## config.mk

```make
export PLATFORM = sky130hd
export DESIGN_NAME = rv32i_mem_port
export DESIGN_NICKNAME = d
export VERILOG_FILES = /design/src/rtl/rv32i_mem_pkg.sv /design/src/rtl/rv32i_byte_swap.sv /design/src/rtl/rv32i_mem_port.sv
export SDC_FILE = /design/constraint.sdc
export NUM_CORES = 1
export LEC_CHECK = 0
export ABC_CLOCK_PERIOD_IN_PS = 1400
export BUFFER_PORTS_ARGS = -buffer_cell sky130_fd_sc_hd__buf_2
export CAP_MARGIN = 20
export CORE_AREA = 2 2 82 84
export DETAILED_ROUTE_END_ITERATION = 10
export DIE_AREA = 0 0 84 86
export HOLD_SLACK_MARGIN = 0.15
export PLACE_DENSITY = 0.74
export SETUP_SLACK_MARGIN = 0.05
export SLEW_MARGIN = 20
export SYNTH_ARGS = -nofsm -noshare
export SYNTH_HDL_FRONTEND = slang
export SYNTH_SLANG_ARGS = --single-unit
```

## constraint.sdc

```tcl
create_clock -name clk_i -period 1.4 [get_ports clk_i]
set_input_delay 0.07 -clock clk_i [delete_from_list [all_inputs] [get_ports clk_i]]
set_output_delay 0.07 -clock clk_i [all_outputs]
set_load 0.02 [all_outputs]
```

## src/rtl/rv32i_mem_pkg.sv

```systemverilog
// rv32i_mem_pkg
// Shared definitions for the RV32I halfword SRAM port:
//   - mem_state_e     : FSM state encoding (IDLE=0, ACCESS=1, DONE=2)
//   - WAIT_STATES_MAX : largest supported WAIT_STATES value
//   - WAIT_CNT_W      : width of the wait-state counter
package rv32i_mem_pkg;

  localparam int WAIT_STATES_MAX = 15;
  localparam int WAIT_CNT_W      = 4;

  typedef enum logic [1:0] {
    IDLE   = 2'd0,
    ACCESS = 2'd1,
    DONE   = 2'd2
  } mem_state_e;

endpackage

```

## src/rtl/rv32i_byte_swap.sv

```systemverilog
// rv32i_byte_swap
// Swaps the two byte lanes of a halfword. The core uses big-endian lane order
// inside a halfword (lower-address byte in [15:8]); the SRAM is little-endian.
// Ports:
//   data_i [15:0] : halfword in one lane order
//   data_o [15:0] : same halfword with byte lanes exchanged
module rv32i_byte_swap (
  input  logic [15:0] data_i,
  output logic [15:0] data_o
);

  assign data_o = {data_i[7:0], data_i[15:8]};

endmodule

```

## src/rtl/rv32i_mem_port.sv

```systemverilog
// rv32i_mem_port
// Bridges single-request core loads/stores onto an asynchronous 16-bit SRAM
// with a programmable number of wait states.
//
// Optional build macro: MEM_PORT_FAULT_CHECK_EN
//   defined   : requests outside the SRAM window, or misaligned full-halfword
//               accesses, are rejected with a one-cycle fault_o pulse.
//   undefined : upper address bits and address bit 0 are ignored; fault_o = 0.
//
// Parameters:
//   XLEN        : core address width
//   ADDR_BITS   : SRAM halfword address width
//   WAIT_STATES : extra SRAM access cycles (0..15)
// Ports:
//   clk_i, reset_i (async, active-high)
//   memory_addr_i, memory_read_i, memory_write_i, write_data_i, byte_en_i
//                 : core request (data in core byte order)
//   read_data_o   : last completed load, core byte order
//   ready_o       : one-cycle completion pulse
//   busy_o        : access in progress (ACCESS or DONE)
//   fault_o       : one-cycle rejected-request pulse
//   sram_addr_o, sram_data_i, sram_data_o, sram_ce_o, sram_oe_o, sram_we_o,
//   sram_be_o     : SRAM side (little-endian, sram_be_o[0] = even byte)
module rv32i_mem_port
  import rv32i_mem_pkg::*;
#(
  parameter int XLEN        = 32,
  parameter int ADDR_BITS   = 18,
  parameter int WAIT_STATES = 2
) (
  input  logic                 clk_i,
  input  logic                 reset_i,
  input  logic [XLEN-1:0]      memory_addr_i,
  input  logic                 memory_read_i,
  input  logic                 memory_write_i,
  input  logic [15:0]          write_data_i,
  input  logic [1:0]           byte_en_i,
  output logic [15:0]          read_data_o,
  output logic                 ready_o,
  output logic                 busy_o,
  output logic                 fault_o,
  output logic [ADDR_BITS-1:0] sram_addr_o,
  input  logic [15:0]          sram_data_i,
  output logic [15:0]          sram_data_o,
  output logic                 sram_ce_o,
  output logic                 sram_oe_o,
  output logic                 sram_we_o,
  output logic [1:0]           sram_be_o
);

  mem_state_e             state_q, state_d;
  logic [WAIT_CNT_W-1:0]  cnt_q,   cnt_d;
  logic [ADDR_BITS-1:0]   addr_q,  addr_d;
  logic [15:0]            wdata_q, wdata_d;
  logic [1:0]             be_q,    be_d;
  logic                   rd_q,    rd_d;
  logic                   wr_q,    wr_d;
  logic [15:0]            rdata_q, rdata_d;

  logic [15:0]            rdata_swap;
  logic                   req;
  logic                   reject;
  logic                   accept;

  assign req = memory_read_i | memory_write_i;

`ifdef MEM_PORT_FAULT_CHECK_EN
  logic fault_q, fault_d;

  // Outside the SRAM window, or a full halfword starting on an odd byte.
  assign reject = (|memory_addr_i[XLEN-1:ADDR_BITS+1]) |
                  (memory_addr_i[0] & (&byte_en_i));

  assign fault_d = (state_q == IDLE) & req & reject;

  always_ff @(posedge clk_i or posedge reset_i) begin
    if (reset_i) fault_q <= 1'b0;
    else         fault_q <= fault_d;
  end

  assign fault_o = fault_q;
`else
  logic unused_addr_bits;

  assign reject           = 1'b0;
  assign unused_addr_bits = ^{memory_addr_i[XLEN-1:ADDR_BITS+1], memory_addr_i[0]};
  assign fault_o          = 1'b0;
`endif

  // Only an IDLE port takes requests; anything arriving later is dropped.
  assign accept = (state_q == IDLE) & req & ~reject;

  rv32i_byte_swap u_rd_swap (
    .data_i (sram_data_i),
    .data_o (rdata_swap)
  );

  rv32i_byte_swap u_wr_swap (
    .data_i (wdata_q),
    .data_o (sram_data_o)
  );

  // State register plus request/data registers.
  always_ff @(posedge clk_i or posedge reset_i) begin
    if (reset_i) begin
      state_q <= IDLE;
      cnt_q   <= '0;
      addr_q  <= '0;
      wdata_q <= '0;
      be_q    <= '0;
      rd_q    <= 1'b0;
      wr_q    <= 1'b0;
      rdata_q <= '0;
    end else begin
      state_q <= state_d;
      cnt_q   <= cnt_d;
      addr_q  <= addr_d;
      wdata_q <= wdata_d;
      be_q    <= be_d;
      rd_q    <= rd_d;
      wr_q    <= wr_d;
      rdata_q <= rdata_d;
    end
  end

  // Next-state logic.
  always_comb begin
    state_d = state_q;
    case (state_q)
      IDLE:    if (accept) state_d = ACCESS;
      ACCESS:  if (cnt_q == '0) state_d = DONE;
      DONE:    state_d = IDLE;
      default: state_d = IDLE;
    endcase
  end

  // Request capture, wait counting and load-data capture.
  always_comb begin
    cnt_d   = cnt_q;
    addr_d  = addr_q;
    wdata_d = wdata_q;
    be_d    = be_q;
    rd_d    = rd_q;
    wr_d    = wr_q;
    rdata_d = rdata_q;
    if (accept) begin
      cnt_d   = WAIT_CNT_W'(WAIT_STATES);
      addr_d  = memory_addr_i[ADDR_BITS:1];
      wdata_d = write_data_i;
      be_d    = byte_en_i;
      // A simultaneous read+write request is a store.
      wr_d    = memory_write_i;
      rd_d    = memory_read_i & ~memory_write_i;
    end else if (state_q == ACCESS) begin
      if (cnt_q != '0) begin
        cnt_d = cnt_q - 1'b1;
      end else if (rd_q) begin
        // Last SRAM cycle: data is valid, latch it in core byte order.
        rdata_d = rdata_swap;
      end
    end
  end

  // Outputs: strobes only in ACCESS, handshake from state.
  always_comb begin
    sram_ce_o = 1'b0;
    sram_oe_o = 1'b0;
    sram_we_o = 1'b0;
    if (state_q == ACCESS) begin
      sram_ce_o = 1'b1;
      sram_oe_o = rd_q;
      sram_we_o = wr_q;
    end
  end

  assign ready_o     = (state_q == DONE);
  assign busy_o      = (state_q == ACCESS) | (state_q == DONE);
  assign read_data_o = rdata_q;
  assign sram_addr_o = addr_q;
  // Core lane [1] is the lower-address (even) byte, SRAM lane [0] is even.
  assign sram_be_o   = {be_q[0], be_q[1]};

endmodule

```

**Word-level counts from Yosys, hierarchy flattened**

Index checks and enable logic that the tools add are counted.
Widths: inputs -> output; s select.

- Shifts and indexed selects: 0
- Multiplexer cells: 9
- Multipliers: 0
- Div/mod/pow operators: 0
- Equal/unequal tests: 4
- Reduce and logical (&&, ||, !) cells: 8
- Order comparisons: 0
- Bitwise gates (word level): 7
- Add/sub/neg operators: 1

Operators with widths:

| kind | count |
|---|---|
| $mux 4 | 3 |
| $logic_not 4->1 | 1 |
| $mux 2 | 2 |
| $ne 2x2->1 const B | 2 |
| $pmux 2 s2 | 1 |
| $reduce_and 2->1 | 2 |
| $reduce_and 4->1 | 1 |
| $reduce_bool 2->1 | 2 |
| $reduce_bool 4->1 | 1 |
| $sub 4x1->4 const B | 1 |
| $mux 1 | 3 |
| $not 1->1 | 3 |
| $and 1x1->1 | 2 |
| $eq 2x1->1 const B | 1 |
| $eq 2x2->1 const B | 1 |
| $logic_not 2->1 | 1 |
| $or 1x1->1 | 2 |

- Memories kept: 0
- ROM bits: 0
- RAM bits: 0
- Output and inout bits: 58
- Input bits: 70
- Register bits: 60
- Bits in latches: 0
- Logic and storage cells: 37

**Logic depth before layout (Yosys ltp)**

Gate-level depths: netlist of run 1.

- Depth in word-level cells: 4
- Gate-level depth with buffers: 7
- Mapped depth without buffers: 5

**Modules after synthesis**

Synthesis of run 1 repeated with hierarchy kept, for this count alone.

- Cell total of the unflattened synthesis: 193
- Area, all modules: 2718.9 um^2

Modules (own cells, without submodules):

| module | sequential area each (um^2) | area an instance (um^2) | times used | cells each |
|---|---|---|---|---|
| rv32i_mem_port | 1501.4 | 2478.6 | 1 | 161 |
| rv32i_byte_swap | 0.0 | 120.1 | 2 | 16 |

**Least setup slack after synthesis of run 1**

No wires, ideal clock.

- Path type: flip-flop to flip-flop
- Start: register state_q[1]
- End: register rdata_q[0] (netlist: read_data_o[0])
- Setup slack: -0.529 ns
- Setup time: 0.125 ns
- Buffers on the path: 2
- Stages on the path, launching flop included: 8
- Clock period less this slack: 1.929 ns
- Arrival: 1.804 ns
- Required time: 1.275 ns
- Path through: dfrtp_1 inv_1 ha_1 buf_4 and2_1 nand3_4 buf_6 mux2_4

- Cells in the longest elaborated chain, start to end: 4
- Elaborated cells between the ends (all ways): 5
- Classes of those cells: 1 x eq/ne; 2 x bitwise; 2 x reduce/logical

Ends and longest elaborated chain:

| element | line | RTL |
|---|---|---|
| start: declaration | rv32i_mem_port.sv:51 | `mem_state_e state_q, state_d;` |
| start signal: assignment | rv32i_mem_port.sv:115 | `state_q <= state_d;` |
| $logic_not 2->1 | rv32i_mem_port.sv:91 | `assign accept = (state_q == IDLE) & req & ~reject;` |
| $and 1x1->1 | rv32i_mem_port.sv:91 |  |
| $not 1->1 (no line) | -- |  |
| $reduce_and 4->1 (no line) * | -- |  |
| end signal: assignment | rv32i_mem_port.sv:122 | `rdata_q <= rdata_d;` |
| end: declaration | rv32i_mem_port.sv:58 | `logic [15:0] rdata_q, rdata_d;` |

Mark *: on every way between the ends. The rest lies on a longest branch, timed or not.
A chain may end at the register's enable or synchronous reset.

**Worst setup path after layout of run 1**

- Start: register state_q[0]
- End: output sram_we_o

- Cells in the longest elaborated chain, start to end: 2

Ends and longest elaborated chain:

| element | line | RTL |
|---|---|---|
| $eq 2x1->1 | rv32i_mem_port.sv:169 | `if (state_q == ACCESS) begin` |
| $mux 1 | rv32i_mem_port.sv:169 |  |
| end: declaration | rv32i_mem_port.sv:47 | `output logic sram_we_o,` |

No other way between the ends.

==> impl_metrics.toml, run 1 <==
[outcome]
status = "finished, violations left"
violations = "setup timing"

[setup_path]
cp.required_ns = 1.33
cp-end-kind = "output port"
cpLargestDelayFamily = "buffers and inverters"
worst-path-buf-inv = 4
cpMostUsedCell = "buf_6"
crit_path_start_kind = "register"
crit_fanout = 3
cpPeakStageDelay_ns = 0.42
path_class = "reg -> out"
arrival_ns = 1.51
crit_slowest_cell = "dfrtp_1"
path_cells = "buf_6 > ha_4 > buf_6 > buf_6 > and2_4 > buf_6"

[finish]
final_nets = 437
drive_gt1_share_pct = 65.4
syn_to_final_growth_pct = 84.3
antennaDiodeCount = 0
final_cell_count_no_fill = 444

[clock_tree]
cts_buffers = 9
clkTransAtPathRegs_ns = 0.06
cts_tree = "yes"
cts-root-buf = "clkbuf_8"
clockBufferDepth = 2
cts_max_level = 3
cts.sinks = 60
worstSkewPairLatency_ns = 0.34

[sta]
slew_viol_final = 0
setup_viol = 60
setup_ws_ns = -0.179
fin_skew_ns = 0.00687
max_freq_mhz = 633
post-route-min-period_ns = 1.58
finalHoldViolations = 0
grt_setup_unrepaired = "yes"
min_period_over_period_pct = 113

[synthesis]
synth_area_per_cell_um2 = 15.4
synthFlopType = "dfrtp_1"
synth_edf_count = 0
synthTopCellsByArea = "dfrtp_1 (61%), mux2_2 (19%), mux2_4 (6.1%)"
synth_fp_nets = 236
yosysTopAreaCellShare_pct = 60.6
yosys_warnings = 0
synth_async_sr_flop_share_pct = 100
synth_top_area_cell = "dfrtp_1"
ys_top_cells_by_count = "dfrtp_1 (60), mux2_2 (42), mux2_4 (10), a21oi_1 (6), inv_1 (6)"
ys_ff_latch = 60
synth_seq_area_share_pct = 60.6
yosysMostFrequentCell = "dfrtp_1"
yosys.cell_types.count = 27
synthesis.area_um2 = 2480
syn-instance-count = 161

[power]
power.density_nw_per_um2 = 2360
power_leakage_nw = 2.35
peakVddDrop_mv = 1.44

[place]
dpl_worst_slack_ns = -0.158
dp.cells = 360
io_buffers = 112
dp_hpwl_mm = 3.75
gp_congestion = 0.699

[die]
ios = 128
die_w_um = 84
core.rowCount = 29
die_h_um = 86
core-area_um2 = 6280
die_area_um2 = 7220
start_util_pct = 39.5

[detailed_routing]
vias = 2105
first_pass_iters = 4
wl_mm = 7.43
wire_per_inst_um = 16.7
ant_nets = 0
drc = 0
drt-initial-drc-count = 41
vias_per_cell = 4.74

[global_route]
grt-ovfl-total = 0
grt_use_total_pct = 18.7
grt_max_degree = 39
grt_pass1_wl_mm = 10.4
antenna_found_initial = 0
grt_pass1_vias = 2172

[run]
cap_violations = 0

[hold_path]
min_path_type = "in -> reg"
-- metrics by stage --
step	total power (W)	setup TNS, ns	hold WS, ns	instance area [um2]	util (%)
floorplan	0.00569	-9.33	0.160	2510	-
global placement	0.00700	-3.99	0.158	3260	52.0
detailed placement	0.00713	-5.69	0.165	3260	52.0
CTS	0.00981	-5.28	0.171	4260	67.8
global route	0.0113	-9.58	0.258	4570	72.8
finish	0.0108	-6.64	0.260	4570	72.8
-- flip-flops by register name, summed over array words and instances (netlist names) --
signal and count:
read_data_o 16, wdata_q 16, rd_q 1, wr_q 1, state_q 2, sram_addr_o 18, be_q 2, cnt_q 4
-- metal layers --
layer / global-route usage, % / up-vias / share of wire (%)
li1: - / 966 / -
met1: 21.1 / 1057 / 39
met2: 33.6 / 71 / 54
met3: 6.93 / 11 / 4.8
met4: 5.28 / 0 / 1.5
met5: 0 / - / 0
-- tightest hold or removal path: stages --
cell and delay, ns:
buf_2 0.14, nor3_1 0.09, a311oi_2 0.24
-- cell type report --
cell class              count  area (um2)
fillers                   430        1710
repair buffers            197        1530
flip-flops and latches     60        1500
multi-input cells          88        1160
clock buffers              10         138
clock inverters             6         111
well taps                  77        96.3
inverters                   6        28.8
-- where the power goes --
| group | internal, W | switching, W | leakage (nW) | total (W) |
|---|---|---|---|---|
| Clock | 0.00123 | 0.000686 | 0.122 | 0.00192 |
| Combinational | 0.00307 | 0.00272 | 1.50 | 0.00580 |
| Sequential | 0.00257 | 0.000504 | 0.725 | 0.00308 |
-- layout by cell type, fill, tap and decap left out, types with 2 or more instances in the layout --
| master | Yosys | layout |
|---|---|---|
| buf_2 | 4 | 108 |
| dfrtp_1 | 60 | 60 |
| dlygate4sd3_1 | 0 | 55 |
| mux2_4 | 10 | 46 |
| buf_4 | 2 | 14 |
| clkbuf_8 | 0 | 10 |
| buf_6 | 1 | 9 |
| buf_12 | 0 | 7 |
| mux2_2 | 42 | 6 |
| inv_2 | 0 | 4 |
| ha_4 | 0 | 4 |
| a21oi_2 | 0 | 3 |
| a21oi_1 | 6 | 3 |
| bufinv_16 | 0 | 3 |
| clkbuf_16 | 0 | 3 |
| o21ai_2 | 0 | 2 |
| or3b_4 | 0 | 2 |
| nand2b_1 | 2 | 2 |
| nand3_2 | 0 | 2 |
| o31ai_2 | 0 | 2 |
| and2_4 | 0 | 2 |
| clkinvlp_4 | 0 | 2 |
-- logic make-up after synthesis --
| family | synth area share (%) |
|---|---|
| flip-flops | 60.6 |
| multiplexers | 25.1 |
| AND/OR/NAND/NOR | 4.95 |
| AO/OA/AOI/OAI | 3.89 |
| buffers and inverters | 2.78 |
| adder cells (fa/ha/maj) | 2.52 |
| other | 0.151 |
-- path summary, 6_finish.rpt --
kind | cells after the start | slack (ns) | from | to
max | 6 | -0.18 | state_q[0]$_DFFE_PP0P_ | sram_we_o
min | 3 | 0.26 | memory_read_i | state_q[0]$_DFFE_PP0P_
max reg2reg | 6 | -0.17 | state_q[0]$_DFFE_PP0P_ | read_data_o[12]$_DFFE_PP0P_
min reg2reg | 1 | 0.50 | sram_addr_o[11]$_DFFE_PP0P_ | sram_addr_o[11]$_DFFE_PP0P_
max in group asynchronous | 4 | 0.61 | reset_i | sram_addr_o[12]$_DFFE_PP0P_
min in group asynchronous | 4 | 0.37 | reset_i | sram_addr_o[6]$_DFFE_PP0P_
-- repair_timing --
action,in CTS,in global routing
hold buffers,55,0
endpoints found under the hold margin,116,0
gates resized for setup,35,54
pin swaps,6,7
cloned,1,4
setup buffers,5,8
setup endpoints to repair,61,64
Power figures use the tool's default switching activity.
==> inputs of run 2 (changes only) <==
Settings changed: ABC_CLOCK_PERIOD_IN_PS 1400 to 1300, CORE_AREA 2 2 82 84 to 5 5 85 87, DIE_AREA 0 0 84 86 to 0 0 90 92, REMOVE_ABC_BUFFERS set to 1.
Clock period 1.4 ns to 1.3 ns, I/O delays scaled along.
==> impl_metrics.toml, run 2 (synthesized netlist as in run 1, its figures left out) <==
[outcome]
status = "finished, violations left"
violations = "setup timing"

[global_route]
antenna_found_initial = 0
grt_pass1_wl_mm = 12.0
grt-ovfl-total = 0
grt_pass1_vias = 2454
grt_max_degree = 34
grt_use_total_pct = 18.1

[detailed_routing]
vias_per_cell = 4.73
drc = 0
wire_per_inst_um = 16.7
vias = 2124
drt-initial-drc-count = 35
ant_nets = 0
first_pass_iters = 4
wl_mm = 7.52

[sta]
max_freq_mhz = 633
slew_viol_final = 0
min_period_over_period_pct = 122
setup_tns_ns = -11.18
grt_setup_unrepaired = "yes"
finalHoldViolations = 0
setup_ws_ns = -0.280
fin_skew_ns = 0.0107
post-route-min-period_ns = 1.58
setup_viol = 62

[setup_path]
timing.rr.start = "cnt_q[0]$_DFFE_PP0P_"
cp.depth = 6
arrival_ns = 1.79
cp.required_ns = 1.51
cpPeakStageDelay_ns = 0.39
setup.worst_path.start = "cnt_q[0]$_DFFE_PP0P_"
path_class = "reg -> reg"
worst-path-buf-inv = 2
crit_slowest_cell = "dfrtp_1"
r2r_cells = 6
critPathCapture = "read_data_o[2]$_DFFE_PP0P_"
r2r-end = "read_data_o[2]$_DFFE_PP0P_"
crit_fanout = 16
crit_path_start_kind = "register"
cp-end-kind = "register"
path_cells = "inv_2 > ha_4 > nor3b_4 > nand3_4 > buf_12 > mux2_4"
cpLargestDelayFamily = "flip-flops"
rrSetupSlack_ns = -0.28

[die]
start_util_pct = 39.5
ios = 128
die_w_um = 90
core.rowCount = 29
die_h_um = 92
die_area_um2 = 8280
core-area_um2 = 6280

[finish]
mostFrequentLayoutCells = "buf_2 (107), dfrtp_1 (60), dlygate4sd3_1 (55), mux2_4 (46), buf_4 (17)"
layout_commonest_cell = "buf_2"
largest_register_ffs = 18
drive_gt1_share_pct = 65.3
syn_to_final_growth_pct = 86.6
multiInputGateArea_um2 = 1180
final_cell_count_no_fill = 449
antennaDiodeCount = 0
fill_cells = 414
final_nets = 442
regArea_um2 = 1500

[power]
power.density_nw_per_um2 = 2540
power_leakage_nw = 2.38
peakVddDrop_mv = 1.58

[place]
dp.cells = 360
dp_hpwl_mm = 4.27
gp_congestion = 0.747
io_buffers = 112

[clock_tree]
cts_buffers = 9
clkTransAtPathRegs_ns = 0.06
cts_tree = "yes"
cts_max_level = 3
worstSkewPairLatency_ns = 0.33
clockBufferDepth = 2
cts.sinks = 60
cts-root-buf = "clkbuf_8"

[hold_path]
min_path_type = "in -> reg"

[run]
cap_violations = 0
-- run 2: cell types whose count changed in the layout (fill, tap and decap cells not counted), sizes merged --
cell	delta
buf	+6
bufinv	-1
clkbuf	+2
clkinv	-2
clkinvlp	-1
inv	+1
-- run 2: worst reg2reg max path, cell delays in order (launching register included) --
cell and delay [ns]:
dfrtp_1 0.39, inv_2 0.09, ha_4 0.14, nor3b_4 0.25, nand3_4 0.11, buf_12 0.18
mux2_4 0.31
-- run 2: power breakdown --
| group | switching, W | internal [W] | total [W] |
|---|---|---|---|
| Clock | 0.000714 | 0.00124 | 0.00195 |
| Sequential | 0.000526 | 0.00277 | 0.00329 |
| Combinational | 0.00298 | 0.00352 | 0.00650 |
-- run 2: what timing repair did --
item,4_1_cts,5_1_grt
gates resized for setup,72,21
buffers inserted,12,5
pin swaps,7,4
cloned,4,2
hold buffers,55,0
hold endpoints to repair,115,0
setup endpoints to repair,63,65
-- run 2: worst min path at each step --
stage	from	end	slack [ns]	cells after the start
3_3_place_gp	reset_i	read_data_o[2]$_DFFE_PP0P_	0.15	3
2_1_floorplan	memory_write_i	rd_q$_DFFE_PP0P_	0.15	1
4_1_cts	memory_write_i	state_q[0]$_DFFE_PP0P_	0.17	3
6_report	memory_write_i	state_q[0]$_DFFE_PP0P_	0.18	3
5_1_grt	memory_write_i	state_q[0]$_DFFE_PP0P_	0.21	3
3_5_place_dp	reset_i	read_data_o[0]$_DFFE_PP0P_	0.16	3
-- run 2: layer usage --
layer  part of all wire, %  global-route usage [%]  vias to the layer above
li1                      -                       -                      981
met1                    39                    20.3                     1060
met2                    54                    32.9                       67
met3                   4.6                    4.17                       16
met4                   2.0                    7.82                        0
met5                     0                       0                        -
-- run 2: layout make-up --
| cell class | count | share of cell area [%] |
|---|---|---|
| sequential | 60 | 32.5 |
| multi-input combinational | 88 | 25.6 |
| clock inverter | 3 | 1.46 |
| inverter | 6 | 0.487 |
| clock buffer | 13 | 3.65 |
| timing repair buffer | 202 | 34.2 |
| tap | 77 | 2.08 |
-- run 2: per-stage QoR --
step                hold WS (ns)  utilization [%]  setup slack, ns  power, W  area [um2]
floorplan                  0.155                -           -0.688   0.00598        2430
global placement           0.148             51.8           -0.217   0.00757        3250
detailed placement         0.159             51.8           -0.303   0.00772        3250
CTS                        0.173             71.8           -0.246    0.0115        4510
global route               0.211             73.7           -0.310    0.0124        4630
finish                     0.182             73.7           -0.280    0.0118        4630
